==> config.mk <==
export PLATFORM = sky130hd
export DESIGN_NAME = writedest_fifo_flat
export DESIGN_NICKNAME = d
export VERILOG_FILES = /design/src/rtl/writedest_fifo_if.sv /design/src/rtl/writedest_fifo.sv /design/src/flat_wrapper.sv
export SDC_FILE = /design/constraint.sdc
export NUM_CORES = 1
export LEC_CHECK = 0
export CORE_AREA = 3 3 220 222
export CTS_CLUSTER_SIZE = 25
export DETAILED_ROUTE_END_ITERATION = 16
export DIE_AREA = 0 0 223 225
export PLACE_DENSITY = 0.64
export SKIP_LAST_GASP = 1
export SYNTH_ARGS = -nofsm -noshare
export SYNTH_HDL_FRONTEND = slang
export SYNTH_SLANG_ARGS = --single-unit
==> constraint.sdc <==
create_clock -name clk -period 7.05 [get_ports clk]
set_clock_uncertainty 0.15 [all_clocks]
set_input_delay 0.705 -clock clk [delete_from_list [all_inputs] [get_ports clk]]
set_output_delay 0.705 -clock clk [all_outputs]
set_load 0.02 [all_outputs]
==> src/rtl/writedest_fifo_if.sv <==
// Pixel stream and WISHBONE write-master signals for writedest_fifo.
// The design connects through "master"; the pixel source and bus slave side through "slave".
interface writedest_fifo_if;
  logic [29:0] d_addr;
  logic [23:0] d_data;
  logic        d_ready;
  logic        d_next;
  logic [31:0] mwb_adr_o;
  logic        mwb_cyc_o;
  logic        mwb_stb_o;
  logic        mwb_we_o;
  logic        mwb_ack_i;
  logic [31:0] mwb_dat_o;
  logic [3:0]  mwb_sel_o;

  modport master (
    input  d_addr, d_data, d_ready, mwb_ack_i,
    output d_next, mwb_adr_o, mwb_cyc_o, mwb_stb_o, mwb_we_o, mwb_dat_o, mwb_sel_o
  );

  modport slave (
    output d_addr, d_data, d_ready, mwb_ack_i,
    input  d_next, mwb_adr_o, mwb_cyc_o, mwb_stb_o, mwb_we_o, mwb_dat_o, mwb_sel_o
  );
endinterface

==> src/rtl/writedest_fifo.sv <==
// Write-back stage: queues destination pixels and issues back-to-back WISHBONE
// single writes in XRGB8888 or big-endian RGB565 framebuffer format.
module writedest_fifo #(
  parameter int FIFO_DEPTH_LOG2 = 3,
  parameter int FORMAT          = 0
) (
  input  logic                     clk,
  input  logic                     rst_n,
  writedest_fifo_if.master         bus,
  output logic [FIFO_DEPTH_LOG2:0] fill_o,
  output logic                     idle_o
);

  localparam int DEPTH = 1 << FIFO_DEPTH_LOG2;
  localparam logic [FIFO_DEPTH_LOG2:0] FULL_COUNT = (FIFO_DEPTH_LOG2 + 1)'(DEPTH);

  typedef enum logic {ST_IDLE, ST_BUSY} state_t;

  state_t                     state_reg, state_next;
  logic [53:0]                mem [DEPTH];
  logic [FIFO_DEPTH_LOG2-1:0] wr_ptr_reg, rd_ptr_reg;
  logic [FIFO_DEPTH_LOG2:0]   count_reg;
  logic                       push, pop, fifo_empty, fifo_full;
  logic [53:0]                head;
  logic [29:0]                head_addr;
  logic [23:0]                head_data;
  logic [31:0]                load_adr, load_dat;
  logic [3:0]                 load_sel;
  logic [31:0]                adr_reg, dat_reg;
  logic [3:0]                 sel_reg;

  assign fifo_full  = (count_reg == FULL_COUNT);
  assign fifo_empty = (count_reg == '0);
  // Acceptance depends only on the registered count, so a same-cycle pop never frees a slot.
  assign push       = bus.d_ready & ~fifo_full;

  assign head      = mem[rd_ptr_reg];
  assign head_addr = head[53:24];
  assign head_data = head[23:0];

  generate
    if (FORMAT == 1) begin : g_rgb565
      logic [15:0] pix;
      logic        unused_lsbs;
      assign pix         = {head_data[23:19], head_data[15:10], head_data[7:3]};
      assign load_adr    = {1'b0, head_addr[29:1], 2'b00};
      assign load_dat    = {pix, pix};
      // Even pixel index is the upper halfword of the big-endian word.
      assign load_sel    = head_addr[0] ? 4'b0011 : 4'b1100;
      assign unused_lsbs = ^{head_data[18:16], head_data[9:8], head_data[2:0]};
    end else begin : g_xrgb8888
      assign load_adr = {head_addr, 2'b00};
      assign load_dat = {8'h00, head_data};
      assign load_sel = 4'b0111;
    end
  endgenerate

  always_ff @(posedge clk) begin
    if (push) begin
      mem[wr_ptr_reg] <= {bus.d_addr, bus.d_data};
    end
  end

  always_ff @(posedge clk or negedge rst_n) begin
    if (!rst_n) begin
      wr_ptr_reg <= '0;
      rd_ptr_reg <= '0;
      count_reg  <= '0;
    end else begin
      if (push) wr_ptr_reg <= wr_ptr_reg + 1'b1;
      if (pop)  rd_ptr_reg <= rd_ptr_reg + 1'b1;
      case ({push, pop})
        2'b10:   count_reg <= count_reg + 1'b1;
        2'b01:   count_reg <= count_reg - 1'b1;
        default: count_reg <= count_reg;
      endcase
    end
  end

  always_ff @(posedge clk or negedge rst_n) begin
    if (!rst_n) begin
      state_reg <= ST_IDLE;
    end else begin
      state_reg <= state_next;
    end
  end

  // Ack is only looked at in BUSY, so a stray ack while idle has no effect.
  always_comb begin
    state_next = state_reg;
    pop        = 1'b0;
    case (state_reg)
      ST_IDLE: begin
        if (!fifo_empty) begin
          pop        = 1'b1;
          state_next = ST_BUSY;
        end
      end
      ST_BUSY: begin
        if (bus.mwb_ack_i) begin
          if (!fifo_empty) begin
            pop = 1'b1;
          end else begin
            state_next = ST_IDLE;
          end
        end
      end
      default: state_next = ST_IDLE;
    endcase
  end

  always_ff @(posedge clk or negedge rst_n) begin
    if (!rst_n) begin
      adr_reg <= '0;
      dat_reg <= '0;
      sel_reg <= '0;
    end else if (pop) begin
      adr_reg <= load_adr;
      dat_reg <= load_dat;
      sel_reg <= load_sel;
    end
  end

  assign bus.d_next    = ~fifo_full;
  assign bus.mwb_stb_o = (state_reg == ST_BUSY);
  assign bus.mwb_cyc_o = (state_reg == ST_BUSY);
  assign bus.mwb_we_o  = 1'b1;
  assign bus.mwb_adr_o = adr_reg;
  assign bus.mwb_dat_o = dat_reg;
  assign bus.mwb_sel_o = sel_reg;
  assign fill_o        = count_reg;
  assign idle_o        = fifo_empty & (state_reg != ST_BUSY);

endmodule

==> src/flat_wrapper.sv <==
// flat-port wrapper written by rule: the top's interface ports become plain ports
module writedest_fifo_flat 
#(
  parameter int FIFO_DEPTH_LOG2 = 3,
  parameter int FORMAT          = 0
)
  (clk, rst_n, fill_o, idle_o, bus_d_addr, bus_d_data, bus_d_ready, bus_mwb_ack_i, bus_d_next, bus_mwb_adr_o, bus_mwb_cyc_o, bus_mwb_stb_o, bus_mwb_we_o, bus_mwb_dat_o, bus_mwb_sel_o);
  writedest_fifo_if bus_i ();
  input  logic clk;
  input  logic rst_n;
  output logic [FIFO_DEPTH_LOG2:0] fill_o;
  output logic idle_o;
  input wire logic [$bits(bus_i.d_addr)-1:0] bus_d_addr;
  input wire logic [$bits(bus_i.d_data)-1:0] bus_d_data;
  input wire logic [$bits(bus_i.d_ready)-1:0] bus_d_ready;
  input wire logic [$bits(bus_i.mwb_ack_i)-1:0] bus_mwb_ack_i;
  output wire logic [$bits(bus_i.d_next)-1:0] bus_d_next;
  output wire logic [$bits(bus_i.mwb_adr_o)-1:0] bus_mwb_adr_o;
  output wire logic [$bits(bus_i.mwb_cyc_o)-1:0] bus_mwb_cyc_o;
  output wire logic [$bits(bus_i.mwb_stb_o)-1:0] bus_mwb_stb_o;
  output wire logic [$bits(bus_i.mwb_we_o)-1:0] bus_mwb_we_o;
  output wire logic [$bits(bus_i.mwb_dat_o)-1:0] bus_mwb_dat_o;
  output wire logic [$bits(bus_i.mwb_sel_o)-1:0] bus_mwb_sel_o;
  assign bus_i.d_addr = bus_d_addr;
  assign bus_i.d_data = bus_d_data;
  assign bus_i.d_ready = bus_d_ready;
  assign bus_i.mwb_ack_i = bus_mwb_ack_i;
  assign bus_d_next = bus_i.d_next;
  assign bus_mwb_adr_o = bus_i.mwb_adr_o;
  assign bus_mwb_cyc_o = bus_i.mwb_cyc_o;
  assign bus_mwb_stb_o = bus_i.mwb_stb_o;
  assign bus_mwb_we_o = bus_i.mwb_we_o;
  assign bus_mwb_dat_o = bus_i.mwb_dat_o;
  assign bus_mwb_sel_o = bus_i.mwb_sel_o;
  writedest_fifo #(.FIFO_DEPTH_LOG2(FIFO_DEPTH_LOG2), .FORMAT(FORMAT)) u_core (.clk(clk), .rst_n(rst_n), .bus(bus_i), .fill_o(fill_o), .idle_o(idle_o));
endmodule
==> flow_metrics.env, run 1 <==
export IMPL_die_area_sq_mm=0.0502
export IMPL_clock_path_buffers=3
export IMPL_avgSynthCellArea_sq_um=17.1
export IMPL_dieHeight_microns=225
export IMPL_status="finished, final reports clean"
export IMPL_synth_cell_types=31
export IMPL_hold_class="primary input to asynchronous set/reset pin"
export IMPL_hold_violations=0
export IMPL_grt_met3_usage=0.0310
export IMPL_ys_seq_elements=498
export IMPL_crit_arrival_ns=3.89
export IMPL_cap_violations=0
export IMPL_fin_crit_ns=3.62
export IMPL_synth_area_sq_mm=0.0191
export IMPL_antenna_found_initial=3
export IMPL_cts_max_level=2
export IMPL_cts_tree="done"
export IMPL_fillers=3847
export IMPL_use_met1=0.216
export IMPL_drc_errors=0
export IMPL_gr_max_usage_layer="met2"
export IMPL_ys_async_sr_fraction=0.133
export IMPL_max_freq_ghz=0.276
export IMPL_path_class="flop to flop"
export IMPL_clk_insertion_delay_late_ns=0.55
export IMPL_critical_path_cell_chain="or4_4, nand2_4, inv_2, buf_4, ha_1, xor2_1, ha_1, a21oi_1, xor2_1, nor2_1, xor2_1"
export IMPL_die_w_microns=223
export IMPL_synth_seq_area_share=0.766
export IMPL_dr_first_iter_drc_count=713
export IMPL_hold_buffers=0
export IMPL_slowest_delay_ns=0.60
export IMPL_cts_resized=0
export IMPL_final_cell_mix="edfxtp_1, mux2i_1, clkdlybuf4s50_1"
export IMPL_p_per_area_mw_per_mm2=413
export IMPL_grt_pass1_vias=10000
export IMPL_cts_setup_buffers=0
export IMPL_cp_max_fo=58
export IMPL_worstMarginPinSlew_ns=1.15
export IMPL_grt_max_degree=120
export IMPL_drv_slew=0
export IMPL_finalSetupViolCount=0
export IMPL_yosysWarnings=0
export IMPL_gp_congestion=0.708
export IMPL_met2_usage=0.248
export IMPL_p_total_w=0.00924
export IMPL_via_per_inst=5.18
export IMPL_grt_first_pass_wirelength_microns=60200
export IMPL_cts_root_buf="clkbuf_16"
export IMPL_cts_made_buffers=48
export IMPL_vdd_drop_max_mv=0.270
export IMPL_drtPass1Iterations=5
export IMPL_syn_inst=1117
export IMPL_grt_util_all_layers=0.153
export IMPL_crit_buf_inv=2
export IMPL_diodes=0
export IMPL_wl_microns=38700
export IMPL_clkSinkCount=498
export IMPL_slowest_stage="nand2_4"
export IMPL_antenna_left=0
export IMPL_cp_start_kind="flop"
export IMPL_core_area_sq_mm=0.0466
export IMPL_hpwlAfterDp_microns=20700
export IMPL_port_buffers=122
export IMPL_ios=135
export IMPL_synth_ff_type="edfxtp_1"
export IMPL_path_clk_slew_ns=0.06
export IMPL_leakagePower_nw=8.13
export IMPL_start_util=0.410
export IMPL_final_area_sq_mm=0.0224
export IMPL_dr_total_vias=9763
export IMPL_crit_required_ns=7.32
export IMPL_cp_end_kind="flop"
export IMPL_synth_edf_count=432
export IMPL_fin_crit_sh=0.514
export IMPL_rrSetupSlack_ns=3.43
export IMPL_drive_gt1_frac=0.0791
export IMPL_grt_overflow_total=0
export IMPL_maxSlewHeadroom=0.235
export IMPL_syn2layout_area_growth_pct=17.2
export IMPL_nNetsFinal=1302
export IMPL_regMostFlops="u_core.mem"
export IMPL_final_common_cell="edfxtp_1"
export IMPL_rsz0062_at_grt="no"
export IMPL_largest_reg_flops=432
export IMPL_avgRoutedWirePerCell_microns=20.6
export IMPL_rows=79
export IMPL_worst_path_most_repeated_cell="xor2_1"
export IMPL_critPathTopFamily="simple AND/OR/NAND/NOR gates"
export IMPL_fin_tns_setup_ns=0
export IMPL_placed_area_sq_mm=0.0209
-- cells by family after synthesis --
kind of cell | synth area share
and+or+nand+nor | 0.0458
adders and majority gates | 0.00328
buffers and inverters | 0.0227
xor gates and xnor gates | 0.00367
AOI/OAI and AO/OA | 0.0435
other | 0.000393
DFF | 0.766
muxes | 0.114
-- cell type report --
class	count	area (sq um)	share of cell area
flip-flops and latches	498	14600	0.654
multi-input cells	554	4150	0.186
clock buffers	71	1410	0.0630
repair buffers	136	1340	0.0598
well taps	607	759	0.0340
clock inverters	17	76.3	0.00341
inverters	1	3.75	0.000168
-- power by group --
part	internal (W)	total, W	switching (W)
clock	0.00138	0.00240	0.00103
sequential	0.00380	0.00406	0.000266
combinational	0.00112	0.00277	0.00166
-- synth_stat cells (2+ instances only) --
library cell	number	share of area
edfxtp_1	432	0.68
mux2i_1	216	0.11
nand2_1	116	0.023
a22oi_1	108	0.042
dfrtp_1	66	0.087
nand3_1	56	0.015
buf_2	25	0.0066
buf_4	22	0.0087
clkbuf_1	20	0.0039
nor2_1	9	0.0018
buf_6	5	0.0029
ha_1	5	0.0033
nand2b_1	5	0.0016
xnor2_1	4	0.0018
xor2_1	4	0.0018
nor2b_1	3	0.00098
a21oi_1	2	0.00052
buf_1	2	0.00039
conb_1	2	0.00039
mux2_2	2	0.0012
nor3_1	2	0.00052
o21ai_0	2	0.00052
-- metrics by stage --
stage | util | cells | hold WS [ns] | setup WS [ns]
floorplan | - | 1127 | 0.259 | 1.33
global placement | 0.448 | 1796 | 0.312 | 2.97
detailed placement | 0.448 | 1796 | 0.317 | 2.92
CTS | 0.480 | 1884 | 0.203 | 3.39
global route | 0.480 | 1884 | 0.238 | 3.13
finish | 0.480 | 1884 | 0.156 | 3.43
-- layer usage --
metal / vias to the layer above / part of all wire / wire length, microns
met2: 224 / 0.48 / 18500
li1: 4526 / - / -
met5: - / 0.0013 / 51
met4: 6 / 0.017 / 650
met3: 55 / 0.050 / 1920
met1: 4952 / 0.45 / 17600
-- worst paths after layout --
| check | cells past startpoint | start | end |
|---|---|---|---|
| worst max-delay path | 11 | u_core.fill_o[2]$_DFFE_PN0P_ | u_core.fill_o[2]$_DFFE_PN0P_ |
| worst min-delay path | 1 | rst_n | u_core.bus.mwb_dat_o[2]$_DFFE_PN0N_ |
| worst max register to register | 11 | u_core.fill_o[2]$_DFFE_PN0P_ | u_core.fill_o[2]$_DFFE_PN0P_ |
| worst min register to register | 2 | u_core.bus.mwb_dat_o[8]$_DFFE_PN0N_ | u_core.bus.mwb_dat_o[8]$_DFFE_PN0N_ |
| max in group asynchronous | 1 | rst_n | u_core.rd_ptr_reg[0]$_DFFE_PN0N_ |
| min in group clk | 2 | u_core.bus.mwb_dat_o[8]$_DFFE_PN0N_ | u_core.bus.mwb_dat_o[8]$_DFFE_PN0N_ |
Power figures use the tool's default switching activity.
==> inputs of run 2 (changes only) <==
- PLACE_DENSITY: 0.64 -> 0.66
- clock period: 7.05 -> 3.02 ns (I/O delays scaled with it)
==> run 2 against run 1 <==
- die area stayed put
- combinational power is 140% higher
- final cell count is 1.0% higher
- critical path type is now flop to output pin
- largest cell class unchanged
==> flow_metrics.env, run 2 (same netlist as run 1, synthesis figures left out) <==
export IMPL_drv_slew=0
export IMPL_max_freq_ghz=0.365
export IMPL_hold_class="primary input to flop"
export IMPL_fin_util=0.488
export IMPL_final_cell_mix="edfxtp_1, mux2i_1, clkdlybuf4s50_1"
export IMPL_finalSetupViolCount=0
export IMPL_cts_setup_buffers=0
export IMPL_gp_congestion=0.727
export IMPL_via_per_inst=5.22
export IMPL_dr_total_vias=9942
export IMPL_ios=135
export IMPL_fin_crit_ns=2.74
export IMPL_final_common_cell="edfxtp_1"
export IMPL_clk_insertion_delay_late_ns=0.59
export IMPL_dp_slack_ns=0.514
export IMPL_multi_input_area_sq_mm=0.00418
export IMPL_grt_max_degree=67
export IMPL_worstMarginPinSlew_ns=1.11
export IMPL_die_area_sq_mm=0.0502
export IMPL_avgRoutedWirePerCell_microns=20.9
export IMPL_cts_made_buffers=49
export IMPL_largest_reg_flops=432
export IMPL_drtPass1Iterations=5
export IMPL_worst_slack_ns=0.284
export IMPL_antenna_left=0
export IMPL_nNetsFinal=1318
export IMPL_leakagePower_nw=8.29
export IMPL_hold_violations=0
export IMPL_path_clk_slew_ns=0.06
export IMPL_clkSinkCount=498
export IMPL_wl_microns=39900
export IMPL_fin_crit_sh=0.906
export IMPL_maxSlewHeadroom=0.261
export IMPL_cts_root_buf="clkbuf_16"
export IMPL_port_buffers=122
export IMPL_hpwlAfterDp_microns=21200
export IMPL_rsz0062_at_grt="no"
export IMPL_ff_latch_area_sq_mm=0.0146
export IMPL_start_util=0.410
export IMPL_cap_violations=0
export IMPL_antenna_found_initial=7
export IMPL_cts_max_level=2
export IMPL_rows=79
export IMPL_dieHeight_microns=225
export IMPL_grt_first_pass_wirelength_microns=61300
export IMPL_cp_end_kind="output pin"
export IMPL_core_area_sq_mm=0.0466
export IMPL_path_class="flop to output pin"
export IMPL_dr_first_iter_drc_count=630
export IMPL_diodes=0
export IMPL_syn2layout_area_growth_pct=19.0
export IMPL_hold_worst_slack_ns=0.281
export IMPL_drive_gt1_frac=0.101
export IMPL_vdd_drop_max_mv=0.552
export IMPL_status="finished, final reports clean"
export IMPL_regMostFlops="u_core.mem"
export IMPL_p_total_w=0.0221
export IMPL_cts_resized=0
export IMPL_grt_pass1_vias=10200
export IMPL_cp_max_fo=7
export IMPL_grt_overflow_total=0
export IMPL_fillers=3820
export IMPL_clock_path_buffers=3
export IMPL_p_per_area_mw_per_mm2=973
export IMPL_cp_start_kind="flop"
export IMPL_drc_errors=0
export IMPL_crit_arrival_ns=2.28
export IMPL_crit_required_ns=2.57
export IMPL_cts_tree="done"
export IMPL_hold_buffers=1
export IMPL_grt_util_all_layers=0.158
export IMPL_die_w_microns=223
run 2: worst paths after layout:
kind                       depth (start not counted)                                  from                                    to  slack [ns]
max in group asynchronous                          2                                 rst_n      u_core.rd_ptr_reg[0]$_DFFE_PN0N_        1.57
max                                                3          u_core.fill_o[2]$_DFFE_PN0P_                                idle_o        0.28
max reg2reg                                       10          u_core.fill_o[2]$_DFFE_PN0P_          u_core.fill_o[2]$_DFFE_PN0P_        0.50
min in group asynchronous                          2                                 rst_n  u_core.bus.mwb_dat_o[14]$_DFFE_PN0N_        0.30
min                                                3                         bus_mwb_ack_i        u_core.bus.mwb_cyc_o$_DFF_PN0_        0.28
min reg2reg                                        2  u_core.bus.mwb_dat_o[20]$_DFFE_PN0N_  u_core.bus.mwb_dat_o[20]$_DFFE_PN0N_        0.32
run 2: critical path, cell delays in order, from the launching register on:
cell and delay (ns):
dfrtp_2 0.45, or4_4 0.55, nor2_1 0.10, clkdlybuf4s50_1 0.61
run 2: routing by layer:
layer | track usage | routed length (microns)
met4 | 0.0365 | 677
met1 | 0.215 | 18000
met3 | 0.0416 | 2240
met5 | 0 | 74
met2 | 0.258 | 18800
run 2: area by class of cell:
class / instances / area share
sequential: 498 / 0.644
multi-input combinational: 554 / 0.184
timing repair buffer: 151 / 0.0705
clock buffer: 58 / 0.0568
tap: 607 / 0.0334
clock inverter: 34 / 0.0108
inverter: 1 / 0.000165
run 2: stage by stage:
| stage | instance area, sq um | std cells | setup TNS [ns] |
|---|---|---|---|
| 2_1_floorplan | 19200 | 1127 | -3.85 |
| 5_1_grt | 22700 | 1903 | 0 |
| 3_3_place_gp | 21200 | 1810 | 0 |
| 6_report | 22700 | 1903 | 0 |
| 4_1_cts | 22700 | 1903 | 0 |
| 3_5_place_dp | 21200 | 1810 | 0 |
run 2: power by group:
| group | leakage (nW) | internal [W] | switching [W] |
|---|---|---|---|
| logic | 2.82 | 0.00280 | 0.00395 |
| registers | 4.70 | 0.00886 | 0.000668 |
| clock network | 0.769 | 0.00325 | 0.00257 |
| total | 8.29 | 0.0149 | 0.00719 |
==> inputs of run 3 (changes only) <==
- CTS_CLUSTER_DIAMETER: unset -> 200
==> run 3 against run 2 <==
- worst setup slack gained 0.021 ns
- global-route usage shrank 0.47 points
- die area unchanged
- design area decreased by 3.9%
- first-iteration DRC count increased by 7.3%
- wire length decreased by 2.1%
- power is 11% lower
- largest power group unchanged
- critical endpoint unchanged
- sequential share of layout area up 2.6 points
- final cell count down 2.7%
- combinational power barely moved
==> flow_metrics.env, run 3 (same netlist as run 1, synthesis figures left out) <==
export IMPL_slowest_delay_ns=0.61
export IMPL_regMostFlops="u_core.mem"
export IMPL_clock_path_buffers=3
export IMPL_grt_first_pass_wirelength_microns=60000
export IMPL_gp_congestion=0.727
export IMPL_grt_overflow_total=0
export IMPL_placed_area_sq_mm=0.0212
export IMPL_finalSetupViolCount=0
export IMPL_hpwlAfterDp_microns=21200
export IMPL_final_cell_mix="edfxtp_1, mux2i_1, clkdlybuf4s50_1"
export IMPL_start_util=0.410
export IMPL_final_area_sq_mm=0.0218
export IMPL_dr_first_iter_drc_count=676
export IMPL_hold_class="primary input to flop"
export IMPL_clk_insertion_delay_late_ns=0.55
export IMPL_clkSinkCount=498
export IMPL_via_per_inst=5.26
export IMPL_port_buffers=122
export IMPL_met1_length_microns=17600
export IMPL_grt_util_all_layers=0.153
export IMPL_core_area_sq_mm=0.0466
export IMPL_drtPass1Iterations=5
export IMPL_largest_reg_flops=432
export IMPL_fin_util=0.469
export IMPL_maxSlewHeadroom=0.257
export IMPL_cp_end_kind="output pin"
export IMPL_avgRoutedWirePerCell_microns=21.1
export IMPL_ios=135
export IMPL_routed_top_layer="met5"
export IMPL_cp_start_kind="flop"
export IMPL_hold_violations=0
export IMPL_cts_tree="done"
export IMPL_cts_setup_buffers=0
export IMPL_fin_crit_sh=0.899
export IMPL_worstMarginPinSlew_ns=1.11
export IMPL_dr_total_vias=9745
export IMPL_crit_arrival_ns=2.26
export IMPL_diodes=0
export IMPL_syn2layout_area_growth_pct=14.4
export IMPL_cts_resized=0
export IMPL_cap_violations=0
export IMPL_wl_microns=39000
export IMPL_slowest_stage="clkdlybuf4s50_1"
export IMPL_vdd_drop_max_mv=0.531
export IMPL_met3_wirelength_microns=2020
export IMPL_fin_crit_ns=2.72
export IMPL_die_area_sq_mm=0.0502
export IMPL_cts_root_buf="clkbuf_16"
export IMPL_grt_pass1_vias=9972
export IMPL_nNetsFinal=1292
export IMPL_status="finished, final reports clean"
export IMPL_p_per_area_mw_per_mm2=904
export IMPL_cp_max_fo=7
export IMPL_drc_errors=0
export IMPL_die_w_microns=223
export IMPL_drv_slew=0
export IMPL_cts_made_buffers=23
export IMPL_antenna_found_initial=7
export IMPL_critical_path_cell_chain="or4_4, nor2_1, clkdlybuf4s50_1"
export IMPL_drive_gt1_frac=0.0627
export IMPL_final_common_cell="edfxtp_1"
export IMPL_dieHeight_microns=225
export IMPL_rows=79
export IMPL_wl_met2_microns=18700
export IMPL_path_class="flop to output pin"
export IMPL_antenna_left=0
export IMPL_grt_max_degree=67
export IMPL_rsz0062_at_grt="no"
export IMPL_leakagePower_nw=7.83
export IMPL_crit_required_ns=2.57
export IMPL_cts_max_level=1
export IMPL_path_clk_slew_ns=0.10
export IMPL_max_freq_ghz=0.368
run 3: changes by cell type in the layout (fill, tap and decap cells not counted):
cell        delta
clkbuf_16     -26
clkinv_2      -16
clkbuf_1      +11
clkinv_1       -9
clkinv_4       -3
bufinv_16      -2
clkbuf_8       -2
inv_6          -2
clkinvlp_4     -1
inv_16         -1
run 3: power by group:
| group | total (W) | internal, W | switching [W] | leakage [nW] |
|---|---|---|---|---|
| Combinational | 0.00675 | 0.00280 | 0.00395 | 2.82 |
| Clock | 0.00347 | 0.00148 | 0.00199 | 0.311 |
| Sequential | 0.00951 | 0.00884 | 0.000666 | 4.70 |
run 3: layout make-up:
cell class | instances | area (sq um)
Inverter | 1 | 3.75
Multi-Input combinational cell | 554 | 4180
Tap cell | 607 | 759
Clock buffer | 41 | 653
Sequential cell | 498 | 14600
Timing Repair Buffer | 151 | 1600
Fill cell | 3905 | 24700
run 3: metrics by stage:
step	hold WS [ns]	cells	setup WS, ns	TNS (ns)	total power (W)
6_report	0.311	1852	0.305	0	0.0197
3_5_place_dp	0.318	1810	0.514	0	0.0166
4_1_cts	0.284	1852	0.267	0	0.0200
2_1_floorplan	-0.144	1127	-0.0356	-3.85	0.0139
3_3_place_gp	0.310	1810	0.494	0	0.0164
5_1_grt	0.316	1852	0.209	0	0.0208
run 3: repair_timing:
item,CTS,global route
setup endpoints to repair,0,0
hold endpoints to repair,66,0
hold buffers,1,0
run 3: path summary, 6_finish.rpt:
check / startpoint / to / slack [ns] / cells after the start
setup / recovery: u_core.fill_o[2]$_DFFE_PN0P_ / idle_o / 0.30 / 3
hold / removal: bus_mwb_ack_i / u_core.bus.mwb_cyc_o$_DFF_PN0_ / 0.31 / 3
setup reg to reg: u_core.fill_o[2]$_DFFE_PN0P_ / u_core.fill_o[2]$_DFFE_PN0P_ / 0.50 / 10
hold reg to reg: u_core.bus.mwb_dat_o[11]$_DFFE_PN0N_ / u_core.bus.mwb_dat_o[11]$_DFFE_PN0N_ / 0.33 / 2
max in group asynchronous: rst_n / u_core.rd_ptr_reg[0]$_DFFE_PN0N_ / 1.54 / 2
min in group asynchronous: rst_n / u_core.bus.mwb_dat_o[8]$_DFFE_PN0N_ / 0.34 / 2
run 3: worst max-delay path: cells and delay by family (launching register included):
kind	cells	cell delay, ns
buf+inv	1	0.61
flops	1	0.46
simple gates	2	0.65
run 3: layer usage:
layer | vias to the layer above | GRT usage
met5 | - | 0
met4 | 14 | 0.0283
met3 | 48 | 0.0297
met2 | 191 | 0.257
met1 | 5017 | 0.213
li1 | 4475 | -
